## config.mk

```make
export PLATFORM = sky130hd
export DESIGN_NAME = hazard_unit
export DESIGN_NICKNAME = d
export VERILOG_FILES = /design/src/rtl/core_pkg.sv /design/src/rtl/sat_counter.sv /design/src/rtl/hazard_unit.sv
export SDC_FILE = /design/constraint.sdc
export NUM_CORES = 1
export LEC_CHECK = 0
export ABC_CLOCK_PERIOD_IN_PS = 2800
export CAP_MARGIN = 20
export CORE_MARGIN = 4
export CORE_UTILIZATION = 45
export DETAILED_ROUTE_END_ITERATION = 6
export PLACE_DENSITY = 0.78
export SLEW_MARGIN = 20
export SYNTH_ARGS = -nofsm -noshare
export SYNTH_HDL_FRONTEND = slang
export SYNTH_SLANG_ARGS = --single-unit
```

## constraint.sdc

```tcl
create_clock -name clk -period 2.8 [get_ports clk]
set_input_delay 0.42 -clock clk [delete_from_list [all_inputs] [get_ports clk]]
set_output_delay 0.42 -clock clk [all_outputs]
set_load 0.05 [all_outputs]
```

## src/rtl/core_pkg.sv

```systemverilog
// rtl/core_pkg.sv - shared pipeline-control types and constants
package core_pkg;

  typedef enum logic [0:0] {
    RUN      = 1'b0,
    LU_STALL = 1'b1
  } hz_state_e;

  localparam logic [4:0] REG_ZERO = 5'd0;

endpackage

```

## src/rtl/sat_counter.sv

```systemverilog
// rtl/sat_counter.sv - saturating up-counter with synchronous clear
module sat_counter #(
  parameter int W = 16
) (
  input  logic         clk,
  input  logic         rst_n,
  input  logic         clr,
  input  logic         inc,
  output logic [W-1:0] cnt
);

  localparam logic [W-1:0] ONE = W'(1);

  // Clear beats increment; the counter sticks at all-ones instead of wrapping.
  always_ff @(posedge clk) begin
    if (!rst_n || clr) begin
      cnt <= '0;
    end else if (inc && (cnt != '1)) begin
      cnt <= cnt + ONE;
    end
  end

endmodule

```

## src/rtl/hazard_unit.sv

```systemverilog
// rtl/hazard_unit.sv - load-use stall, branch flush and memory-wait freeze control
module hazard_unit
  import core_pkg::*;
#(
  parameter int LOAD_STALL_CYCLES = 1,
  parameter int CNT_W             = 16
) (
  input  logic             clk,
  input  logic             rst_n,
  input  logic [4:0]       rs1_IR1,
  input  logic [4:0]       rs2_IR1,
  input  logic             uses_rs1_IR1,
  input  logic             uses_rs2_IR1,
  input  logic             MemRead_IR2,
  input  logic [4:0]       instb_IR2,
  input  logic             branch_taken_IR3,
  input  logic             dmem_busy,
  input  logic             perf_clr,
  output logic             pc_write,
  output logic             ir1_write,
  output logic             bubble_IR2,
  output logic             flush_IR1,
  output logic             freeze,
  output logic [CNT_W-1:0] stall_cnt,
  output logic [CNT_W-1:0] flush_cnt
);

  localparam logic [1:0] STALL_INIT = 2'(LOAD_STALL_CYCLES - 1);

  hz_state_e  state_q, state_d;
  logic [1:0] stall_left_q, stall_left_d;
  logic       lu_hazard;
  logic       flush_evt;

  assign lu_hazard = MemRead_IR2 && (instb_IR2 != REG_ZERO) &&
                     ((uses_rs1_IR1 && (rs1_IR1 == instb_IR2)) ||
                      (uses_rs2_IR1 && (rs2_IR1 == instb_IR2)));

  always_ff @(posedge clk) begin
    if (!rst_n) begin
      state_q      <= RUN;
      stall_left_q <= 2'd0;
    end else begin
      state_q      <= state_d;
      stall_left_q <= stall_left_d;
    end
  end

  always_comb begin
    pc_write     = 1'b1;
    ir1_write    = 1'b1;
    bubble_IR2   = 1'b0;
    flush_IR1    = 1'b0;
    freeze       = 1'b0;
    flush_evt    = 1'b0;
    state_d      = state_q;
    stall_left_d = stall_left_q;

    if (!rst_n) begin
      pc_write     = 1'b0;
      ir1_write    = 1'b0;
      freeze       = 1'b1;
      state_d      = RUN;
      stall_left_d = 2'd0;
    end else if (dmem_busy) begin
      pc_write  = 1'b0;
      ir1_write = 1'b0;
      freeze    = 1'b1;
    end else if (branch_taken_IR3) begin
      // Wrong-path work in IF/ID and ID/EX is discarded; any pending stall is moot.
      flush_IR1  = 1'b1;
      bubble_IR2 = 1'b1;
      flush_evt  = 1'b1;
      state_d    = RUN;
    end else if (state_q == LU_STALL) begin
      pc_write   = 1'b0;
      ir1_write  = 1'b0;
      bubble_IR2 = 1'b1;
      if (stall_left_q == 2'd1) begin
        state_d = RUN;
      end else begin
        stall_left_d = stall_left_q - 2'd1;
      end
    end else if (lu_hazard) begin
      pc_write   = 1'b0;
      ir1_write  = 1'b0;
      bubble_IR2 = 1'b1;
      if (LOAD_STALL_CYCLES > 1) begin
        state_d      = LU_STALL;
        stall_left_d = STALL_INIT;
      end
    end
  end

  sat_counter #(.W(CNT_W)) u_stall_cnt (
    .clk   (clk),
    .rst_n (rst_n),
    .clr   (perf_clr),
    .inc   (!pc_write),
    .cnt   (stall_cnt)
  );

  sat_counter #(.W(CNT_W)) u_flush_cnt (
    .clk   (clk),
    .rst_n (rst_n),
    .clr   (perf_clr),
    .inc   (flush_evt),
    .cnt   (flush_cnt)
  );

endmodule
```

==> results of run 1 <==
-- cells in the mapped netlist (2+ instances only) --
cell      instances
nand4_1          12
nand2b_1          6
buf_6             2
a41o_1            2
a31o_2            2
dfxtp_1          35
clkbuf_1          5
xor2_1           12
a21oi_1          10
and3_4            2
nor2b_1           3
ha_1              3
nand2_2           2
and2_1            5
and3_1            3
nand2_1          25
nand3_1          12
nor2_1           34
a31oi_1           3
xnor2_1          17
inv_1             5
mux2i_1           6
or4_1             2
o21ai_0           3
-- metrics by stage --
step           util [%]  instance area (sq um)  worst slack (ns)  instances  total power, mW
2_1_floorplan         -                   1870            0.0409        224            0.579
3_3_place_gp       63.5                   2540             0.174        330            0.640
3_5_place_dp       63.5                   2540             0.155        330            0.641
4_1_cts            65.7                   2630             0.135        338             1.01
5_1_grt            65.7                   2630            0.0432        338             1.04
6_report           65.7                   2630             0.140        338            0.992
-- metal layers --
layer  vias up  part of all wire (%)  routed length [um]
li1        895                     -                   -
met1       824                    46                1980
met2        40                    49                2110
met3         4                   4.8                 210
met4         0                  0.85                  37
met5         -                     0                   0
-- power groups by stage --
stage	sequential [mW]	clock (mW)	combinational, mW
floorplan	0.519	0	0.0595
global placement	0.513	0	0.127
detailed placement	0.513	0	0.128
CTS	0.502	0.379	0.129
global route	0.502	0.402	0.137
finish	0.502	0.362	0.128
-- layout make-up --
cell class	instances	share of cell area, %
clock buffer	5	2.62
clock inverter	3	0.762
inverter	5	0.714
multi-input combinational	176	41.9
sequential	35	26.7
tap	50	2.38
timing repair buffer	64	24.9
-- cells in the final DEF, fill, tap and decap left out, types with 2 or more instances in the layout --
| cell type | Yosys | final |
|---|---|---|
| clkdlybuf4s50_1 | 0 | 55 |
| dfxtp_1 | 35 | 35 |
| nor2_1 | 34 | 34 |
| nand2_1 | 25 | 25 |
| xnor2_1 | 17 | 17 |
| nand4_1 | 12 | 12 |
| nand3_1 | 12 | 12 |
| xor2_1 | 12 | 12 |
| a21oi_1 | 10 | 10 |
| nand2b_1 | 6 | 6 |
| mux2i_1 | 6 | 6 |
| buf_4 | 1 | 6 |
| inv_1 | 5 | 5 |
| and2_1 | 5 | 5 |
| clkbuf_8 | 0 | 5 |
| nor2b_1 | 3 | 3 |
| and3_1 | 3 | 3 |
| a31oi_1 | 3 | 3 |
| o21ai_0 | 3 | 3 |
| ha_1 | 3 | 3 |
| buf_12 | 0 | 3 |
| or4_1 | 2 | 2 |
| nand2_2 | 2 | 2 |
| a31o_2 | 2 | 2 |
| and3_4 | 2 | 2 |
| a41o_1 | 2 | 2 |
| clkinvlp_4 | 0 | 2 |
-- worst paths after layout --
path	startpoint	endpoint	depth (start not counted)
worst max-delay path	instb_IR2[2]	ir1_write	9
worst min register to register	state_q	state_q	1
worst min-delay path	state_q	state_q	1
worst max register to register	u_stall_cnt.cnt[0]	u_stall_cnt.cnt[15]	7
-- flip-flops by register name (all words and copies together) (netlist names) --
signal and cells:
u_flush_cnt.cnt 16, u_stall_cnt.cnt 16, stall_left_q 2, state_q 1
-- cells by family (layout without fill, tap and decap cells) --
kind of cell | count (synthesis) | after routing | share of synthesized area (%)
compound gates | 26 | 26 | 9.90
buf+inv | 13 | 77 | 3.61
fa+ha+maj | 3 | 3 | 2.01
xor+xnor | 29 | 29 | 13.6
simple gates | 112 | 112 | 30.2
flops | 35 | 35 | 37.5
mux | 6 | 6 | 3.21
-- worst register-to-register path, cell delays in order (launching register included) --
cell,delay (ns)
dfxtp_1,0.41
ha_1,0.24
nand4_1,0.11
nor4_1,0.30
a21o_1,0.22
nand2_2,0.23
nand4_1,0.19
mux2i_1,0.18
==> metrics.txt, run 1 <==
sw power 255 uW; sequential power share 50.6%; fin nets 313; Internal 736 uW; Switching Share 25.7%; Total GRT Usage 17.8%; Arr. time, crit path 2.24 ns; slowest stage cell, crit path or4_1; full die area 0.00525 sq mm; Core Region 0.00400 sq mm; Peak VDD IR 0.241 mV; hpwl dp 3.25 mm; CTS H-tree lvls 2; Most Frequent Cell on Critical Path nor2_1; # fillers 357; Fmax 376 MHz; most crowded layer after global routing met2; initial detailed-routing violation count 52; Routed wire per std cell 12.8 um; fin crit period 2.66 ns; Power Dens Cells 377 mW/mm^2; largest net degree at the start of global routing 27; drt pass-1 iters 4; Synth Register Bits 35; die extent in x 72.5 um; Worst Skew 0.00736 ns; Crit path max-delay family buffers and inverters; routed wire length 4.33 mm; HP Class reg -> reg; Clock Latency Late Sink 0.29 ns; Logic pwr share 12.9%; Most used DFF post-synth dfxtp_1; Initial Util 46.8%; # clock sinks 35; unrepaired setup endpoints after global routing false; share of cells above drive strength 1 8.68%; grt ovf 0; CTS tree built; Crit path required time 2.38 ns; synth top area cells dfxtp_1 37%, xnor2_1 8.0%, nor2_1 6.8%; Setup Crit Path Kind in -> out; Synth Area per Inst 8.35 sq um; number of synthesized flops with an enable pin 0; actual slew at the worst max-slew pin 0.556 ns; Global Route met3 Usage 4.43%; IO Port Bufs 59; FF+latch area 701 sq um; clk slew on worst S/H paths 0.07 ns; DRC 0; Seq/Total Area, Yosys 37.5%; Longest Clk Path Bufs 2; via/cell ratio 5.22; count of cell types in the netlist 37; die height 72.5 um; Area Growth Syn to Fin 40.5%; worst-path cell chain clkdlybuf4s50_1, or4_1, o21ai_1, inv_1, a21oi_1, nor2_1, nor2_1, buf_4, buf_12; Synth area leader dfxtp_1; CP max stage delay 0.54 ns; Fin. Hold Viols 0; Synth top area share 37.5%; final period utilization 95.0%; WP buf/inv 4; # setup viols final 0; post-cts gate resize count 0; FF-to-FF setup slack 0.85 ns; Syn Inst Count 224; Antenna Cells 0; Synth Warn # 0; synthesized area 0.00187 sq mm; TritonCTS buffer count 5; relative slew slack 62.4%; Post-Route Setup TNS 0 ns; Detail Route Antenna Nets 0; Vias 1763; max_cap viols 0; crit path capture type primary output; worst-path fanout max 3; Slew Limit Fails 0; initial antenna violation count 0; clock share of power 36.5%; # rows 23; Multi-input gate area 0.00110 sq mm; Routability Congestion 0.790; crit start category input pin; Hold WS 0.484 ns; Post-synth ARST share 0%; first-pass GRT wire length 7.39 mm; grt met2 use 29.3%; vias in the first global route 1682; status complete, no violations; CTS hold repair buffers 0; Leak 0.969 nW; CTS root buf clkbuf_8; postcts setup bufs 0; IO Pins 60; Mapped Nets 250; GR Layer Usage met1 22.6%
No activity file was read; power rests on OpenSTA's default activity.
==> run 2, diff against run 1 <==
GPL_ROUTABILITY_DRIVEN = 0   (was unset)
PLACE_DENSITY = 0.77   (was 0.78)
SLEW_MARGIN = 10   (was 20)
SYNTH_HIERARCHICAL = 1   (was unset)
==> run 2 against run 1 <==
- power fell by 2.7%
- clock skew down 0.0026 ns
- largest power group unchanged
- critical path depth decreased by 3
- critical endpoint is now pc_write
- sequential cell count is the same
==> metrics.txt, run 2 <==
Setup Crit Path Kind in -> out; share of cells above drive strength 1 15.5% (+6.8 points); Synth area leader dfxtp_1; Synth top area share 34.1% (-3.3 points); actual slew at the worst max-slew pin 0.649 ns (+0.0925 ns); CTS H-tree lvls 2 (unchanged); worst-path fanout max 3 (unchanged); Antenna Cells 0 (unchanged); FF-to-FF setup slack 1.08 ns (+0.23 ns); Hold WS 0.501 ns (+0.0165 ns); final period utilization 96.2% (+1.2 points); Worst Skew 0.00473 ns (-0.00263 ns); synth top area cells dfxtp_1 34%, xor2_1 4.7%, nand4_2 3.7%; Finished Layout Cells 349 (+3.3%); postcts setup bufs 0 (unchanged); Synth Area per Inst 9.04 sq um (+8.2%); # setup viols final 0 (unchanged); number of synthesized flops with an enable pin 0 (unchanged); Post-Route Setup TNS 0 ns (unchanged); status complete, no violations; RR Startpoint state_q; Arr. time, crit path 2.27 ns (+0.03 ns); FF+latch area 701 sq um (unchanged); routed wire length 5.32 mm (+23%); largest net degree at the start of global routing 12 (-56%); die extent in x 75.5 um (+4.2%); Area Growth Syn to Fin 42.1%; Syn Inst Count 227 (+1.3%); Crit path required time 2.38 ns (about the same); Fmax 371 MHz (-1.2%); grt ovf 0 (unchanged); Leak 1.03 nW (+5.9%); Mapped Nets 253 (+1.2%); clk slew on worst S/H paths 0.07 ns (about the same); Core Region 0.00438 sq mm (+9.6%); CTS tree built; CTS hold repair buffers 0 (unchanged); count of cell types in the netlist 43 (+16%); relative slew slack 56.1% (-6.3 points); # clock sinks 35 (unchanged); max_cap viols 0 (unchanged); Peak VDD IR 0.158 mV (-34%); HP Class reg -> reg; Detail Route Antenna Nets 0 (unchanged); Synth Register Bits 35 (unchanged); fin crit period 2.69 ns (+0.0329 ns); # fillers 390 (+9.2%); biggest regs u_flush_cnt/cnt (16), u_stall_cnt/cnt (16), stall_left_q (2); Longest Clk Path Bufs 2 (unchanged); most common cell in the netlist dfxtp_1; crit path capture type primary output; Clock Latency Late Sink 0.29 ns (about the same); Final Util 66.5% (+0.81 points); # rows 24 (+4.3%); Hold EP state_q; Initial Util 46.8% (about the same); TritonCTS buffer count 5 (unchanged); via/cell ratio 6.16 (+18%); Power Dens Cells 331 mW/mm^2 (-12%); Multi-input gate area 0.00136 sq mm (+23%); Fin. Hold Viols 0 (unchanged); drt pass-1 iters 4 (unchanged); Worst Reg2Reg Path Length in Cells 6 (-1); IO Pins 60 (unchanged); Most used DFF post-synth dfxtp_1; crit start category input pin; Cells on Worst Hold Path 1 (unchanged); die height 75.5 um (+4.2%); Total GRT Usage 19.5% (+1.8 points); CTS root buf clkbuf_8; Routed wire per std cell 15.3 um (+19%); DRC 0 (unchanged); placed insts 343 (+3.9%); first-pass GRT wire length 8.65 mm (+17%); hpwl dp 4.07 mm (+25%); commonest non-fill, non-tap cell in the layout clkdlybuf4s50_1; Worst R2R End u_stall_cnt/cnt[15]; initial antenna violation count 0 (unchanged); Vias 2149 (+22%); vias in the first global route 1989 (+18%); Post-synth ARST share 0% (unchanged); fin nets 324 (+3.5%); commonest non-fill, non-tap cells in the layout 54 x clkdlybuf4s50_1, 35 x dfxtp_1, 16 x nand2_1; full die area 0.00570 sq mm (+8.6%); IO Port Bufs 59 (unchanged); initial detailed-routing violation count 141 (+170%); Seq/Total Area, Yosys 34.1% (-3.3 points); Synth top cells by count 35 x dfxtp_1, 16 x nand2_1, 13 x a21oi_1; Synth Warn # 6 (+6); Slew Limit Fails 0 (unchanged); hold path startpoint state_q; synthesized area 0.00205 sq mm (+9.7%)
[run 2: cell type report]
cell class / count / share of cell area [%]
well taps: 52 / 2.23
repair buffers: 69 / 24.3
clock buffers: 6 / 2.49
inverters: 4 / 0.515
multi-input cells: 183 / 46.5
flip-flops and latches: 35 / 24.0
[run 2: kinds of logic after synthesis]
group	after synthesis	share of synthesized area (%)
buffers and inverters	9	1.83
adders and majority gates	3	1.83
AOI/OAI and AO/OA	68	23.3
and+or+nand+nor	99	33.4
xor gates and xnor gates	13	5.55
DFF	35	34.1
[run 2: stage by stage]
step / power, mW / setup slack (ns) / cell area [sq um]
after CTS: 0.973 / 0.0530 / 2870
after floorplan: 0.567 / 0.0340 / 2050
after global placement: 0.636 / -0.152 / 2800
after detailed placement: 0.638 / -0.248 / 2800
after global routing: 1.00 / -0.00892 / 2920
final: 0.965 / 0.107 / 2920
[run 2: timing repair]
action / CTS / global route
setup endpoints to repair: 0 / 13
hold endpoints to repair: 0 / 0
gates resized for setup: 0 / 9
[run 2: critical path, stage by stage]
cell and delay [ns]:
clkdlybuf4s50_1 0.44, buf_4 0.15, or4_1 0.51, o21ai_1 0.26, o311a_1 0.32, buf_12 0.17
[run 2: report_power, final]
part | leakage (nW) | switching, mW | internal, mW | total [mW]
Combinational | 0.707 | 0.0630 | 0.0650 | 0.128
Sequential | 0.282 | 0.00207 | 0.500 | 0.502
Clock | 0.0371 | 0.170 | 0.166 | 0.336
[run 2: how the worst max path moves through the flow]
stage                 start                  end  slack (ns)
2_1_floorplan         rst_n           bubble_IR2        0.03
3_3_place_gp   instb_IR2[4]  u_stall_cnt/cnt[15]       -0.15
3_5_place_dp   instb_IR2[2]  u_stall_cnt/cnt[15]       -0.25
4_1_cts        instb_IR2[2]  u_stall_cnt/cnt[15]        0.05
5_1_grt        instb_IR2[1]  u_stall_cnt/cnt[12]      -0.009
6_report       instb_IR2[3]             pc_write        0.11
[run 2: per-layer routing]
layer  track usage [%]  vias to the layer above  part of all wire (%)
met5                 0                        -                     0
met4              9.71                        0                   2.7
met3              5.94                       14                   6.8
met2              32.2                       75                    48
met1              23.0                     1011                    43
li1                  -                     1049                     -
==> run 3, diff against run 2 <==
CORE_MARGIN = unset   (was 4)
SLEW_MARGIN = 20   (was 10)
==> run 3 against run 2 <==
- via count down 1.5%
- core utilization is 0.95 points higher
- clock-buffer cell count up 2
- sequential share of layout area decreased by 0.17 points
- sequential cell count is the same
- maximum frequency decreased by 1.0%
- register-to-register slack hardly changed
- combinational power barely moved
- non-clock buffer count did not move
- largest cell class unchanged
- highest routed layer unchanged
==> metrics.txt, run 3 (synthesis gave the netlist of run 2 again) <==
hpwl dp 3.71 mm (-8.8%); biggest regs u_flush_cnt/cnt (16), u_stall_cnt/cnt (16), stall_left_q (2); Power Dens Cells 352 mW/mm^2 (+6.3%); Detail Route Antenna Nets 0 (unchanged); Crit path required time 3.01 ns (+0.63 ns); FF+latch area 701 sq um (unchanged); via/cell ratio 6.03 (-2.1%); Setup Crit Path Kind in -> reg; TritonCTS buffer count 5 (unchanged); routed wire length 5.08 mm (-4.6%); Arr. time, crit path 2.93 ns (+0.66 ns); Hold WS 0.484 ns (-0.0166 ns); max_cap viols 0 (unchanged); Hold EP state_q; Worst Skew 0.00302 ns (-0.00170 ns); Routed wire per std cell 14.5 um (-5.1%); Area Growth Syn to Fin 43.2%; die extent in x 69.5 um (-7.9%); commonest non-fill, non-tap cells in the layout 54 x clkdlybuf4s50_1, 35 x dfxtp_1, 16 x nand2_1; first-pass GRT wire length 8.40 mm (-2.8%); Power Total 1.03 mW (+7.1%); Worst Reg2Reg Path Length in Cells 6 (unchanged); relative slew slack 53.3% (-2.8 points); fin crit period 2.72 ns (+0.0285 ns); Core Region 0.00435 sq mm (-0.68%); share of cells above drive strength 1 14.7% (-0.77 points); vias in the first global route 1929 (-3.0%); IO Pins 60 (unchanged); RR Startpoint state_q; actual slew at the worst max-slew pin 0.699 ns (+0.0501 ns); # clock sinks 35 (unchanged); full die area 0.00483 sq mm (-15%); die height 69.5 um (-7.9%); CTS root buf clkbuf_8; status complete, no violations; final period utilization 97.2% (+1.0 points); worst-path fanout max 5 (+2); Worst R2R End u_stall_cnt/cnt[15]; fin nets 324 (unchanged); drt pass-1 iters 4 (unchanged); Antenna Cells 0 (unchanged); Clock Latency Late Sink 0.29 ns (about the same); commonest non-fill, non-tap cell in the layout clkdlybuf4s50_1; FF-to-FF setup slack 1.08 ns (about the same); unrepaired setup endpoints after global routing false; Initial Util 47.1% (+0.32 points); # fillers 362 (-7.2%); # setup viols final 0 (unchanged); Fmax 367 MHz (-1.0%); slowest stage cell, crit path or4_1; Multi-input gate area 0.00135 sq mm (-0.46%); clk slew on worst S/H paths 0.07 ns (about the same); Longest Clk Path Bufs 2 (unchanged); Fin. Hold Viols 0 (unchanged); postcts setup bufs 0 (unchanged); Cells on Worst Hold Path 1 (unchanged); Total GRT Usage 21.4% (+1.9 points); IO Port Bufs 59 (unchanged); initial antenna violation count 0 (unchanged); CTS tree built; initial detailed-routing violation count 120 (-15%); CTS hold repair buffers 0 (unchanged); crit path capture type flop; CP max stage delay 0.50 ns (about the same); # rows 24 (unchanged); grt ovf 0 (unchanged); Slew Limit Fails 0 (unchanged); Vias 2117 (-1.5%); Leak 1.04 nW (+1.8%); hold path startpoint state_q; DRC 0 (unchanged); worst-path cell chain clkdlybuf4s50_1, xor2_1, nor4_1, a32oi_2, o311ai_2, and3_4, nand4_4, or4_1, a21oi_1; CTS H-tree lvls 2 (unchanged); largest net degree at the start of global routing 12 (unchanged); Peak VDD IR 0.211 mV (+33%); HP Class reg -> reg; crit start category input pin
## run 3: through the flow
step	cell area, sq um	setup WS, ns	utilization, %	TNS [ns]	std cells
final	2940	0.0783	67.5	0	351
after global placement	2800	-0.217	64.3	-1.39	343
after CTS	2910	0.0602	66.8	0	351
after global routing	2940	0.0162	67.5	0	351
after detailed placement	2800	-0.318	64.3	-2.43	343
after floorplan	2050	0.0340	-	0	227
## run 3: where the power goes
part / leakage, nW / internal (mW) / total [mW] / switching, mW
Sequential: 0.282 / 0.499 / 0.501 / 0.00201
Clock: 0.0515 / 0.225 / 0.407 / 0.183
Combinational: 0.711 / 0.0632 / 0.125 / 0.0619
## run 3: per-layer routing
metal	global-route usage (%)	part of all wire [%]	vias to the layer above	routed length (um)
li1	-	-	1046	-
met4	8.84	1.7	0	88
met2	35.3	48	82	2450
met5	0	0	-	0
met1	26.4	43	979	2200
met3	5.67	6.7	10	342
## run 3: final cells by class
type,count,share of cell area [%]
timing repair buffer,69,24.1
sequential,35,23.9
clock buffer,8,3.41
inverter,4,0.511
multi-input combinational,183,45.9
tap,52,2.21
## run 3: worst max path at each step
stage                             from  cells after the start                  end
after floorplan                  rst_n                      4           bubble_IR2
after global placement    instb_IR2[4]                      9  u_stall_cnt/cnt[15]
after detailed placement  instb_IR2[2]                      9  u_stall_cnt/cnt[15]
after CTS                 instb_IR2[2]                      9  u_stall_cnt/cnt[15]
after global routing      instb_IR2[2]                      9  u_stall_cnt/cnt[10]
final                     instb_IR2[2]                      9  u_stall_cnt/cnt[15]
## run 3: critical path, delay by kind of cell
kind | cells | cell delay, ns
and+or+nand+nor | 4 | 1.27
buffers and inverters | 1 | 0.47
xor gates and xnor gates | 1 | 0.19
AOI/OAI and AO/OA | 3 | 0.58
## run 3: timing repair
item / in CTS / in global routing
gates resized for setup: 1 / 5
endpoints found under the setup margin: 2 / 8
pin swaps: 0 / 3
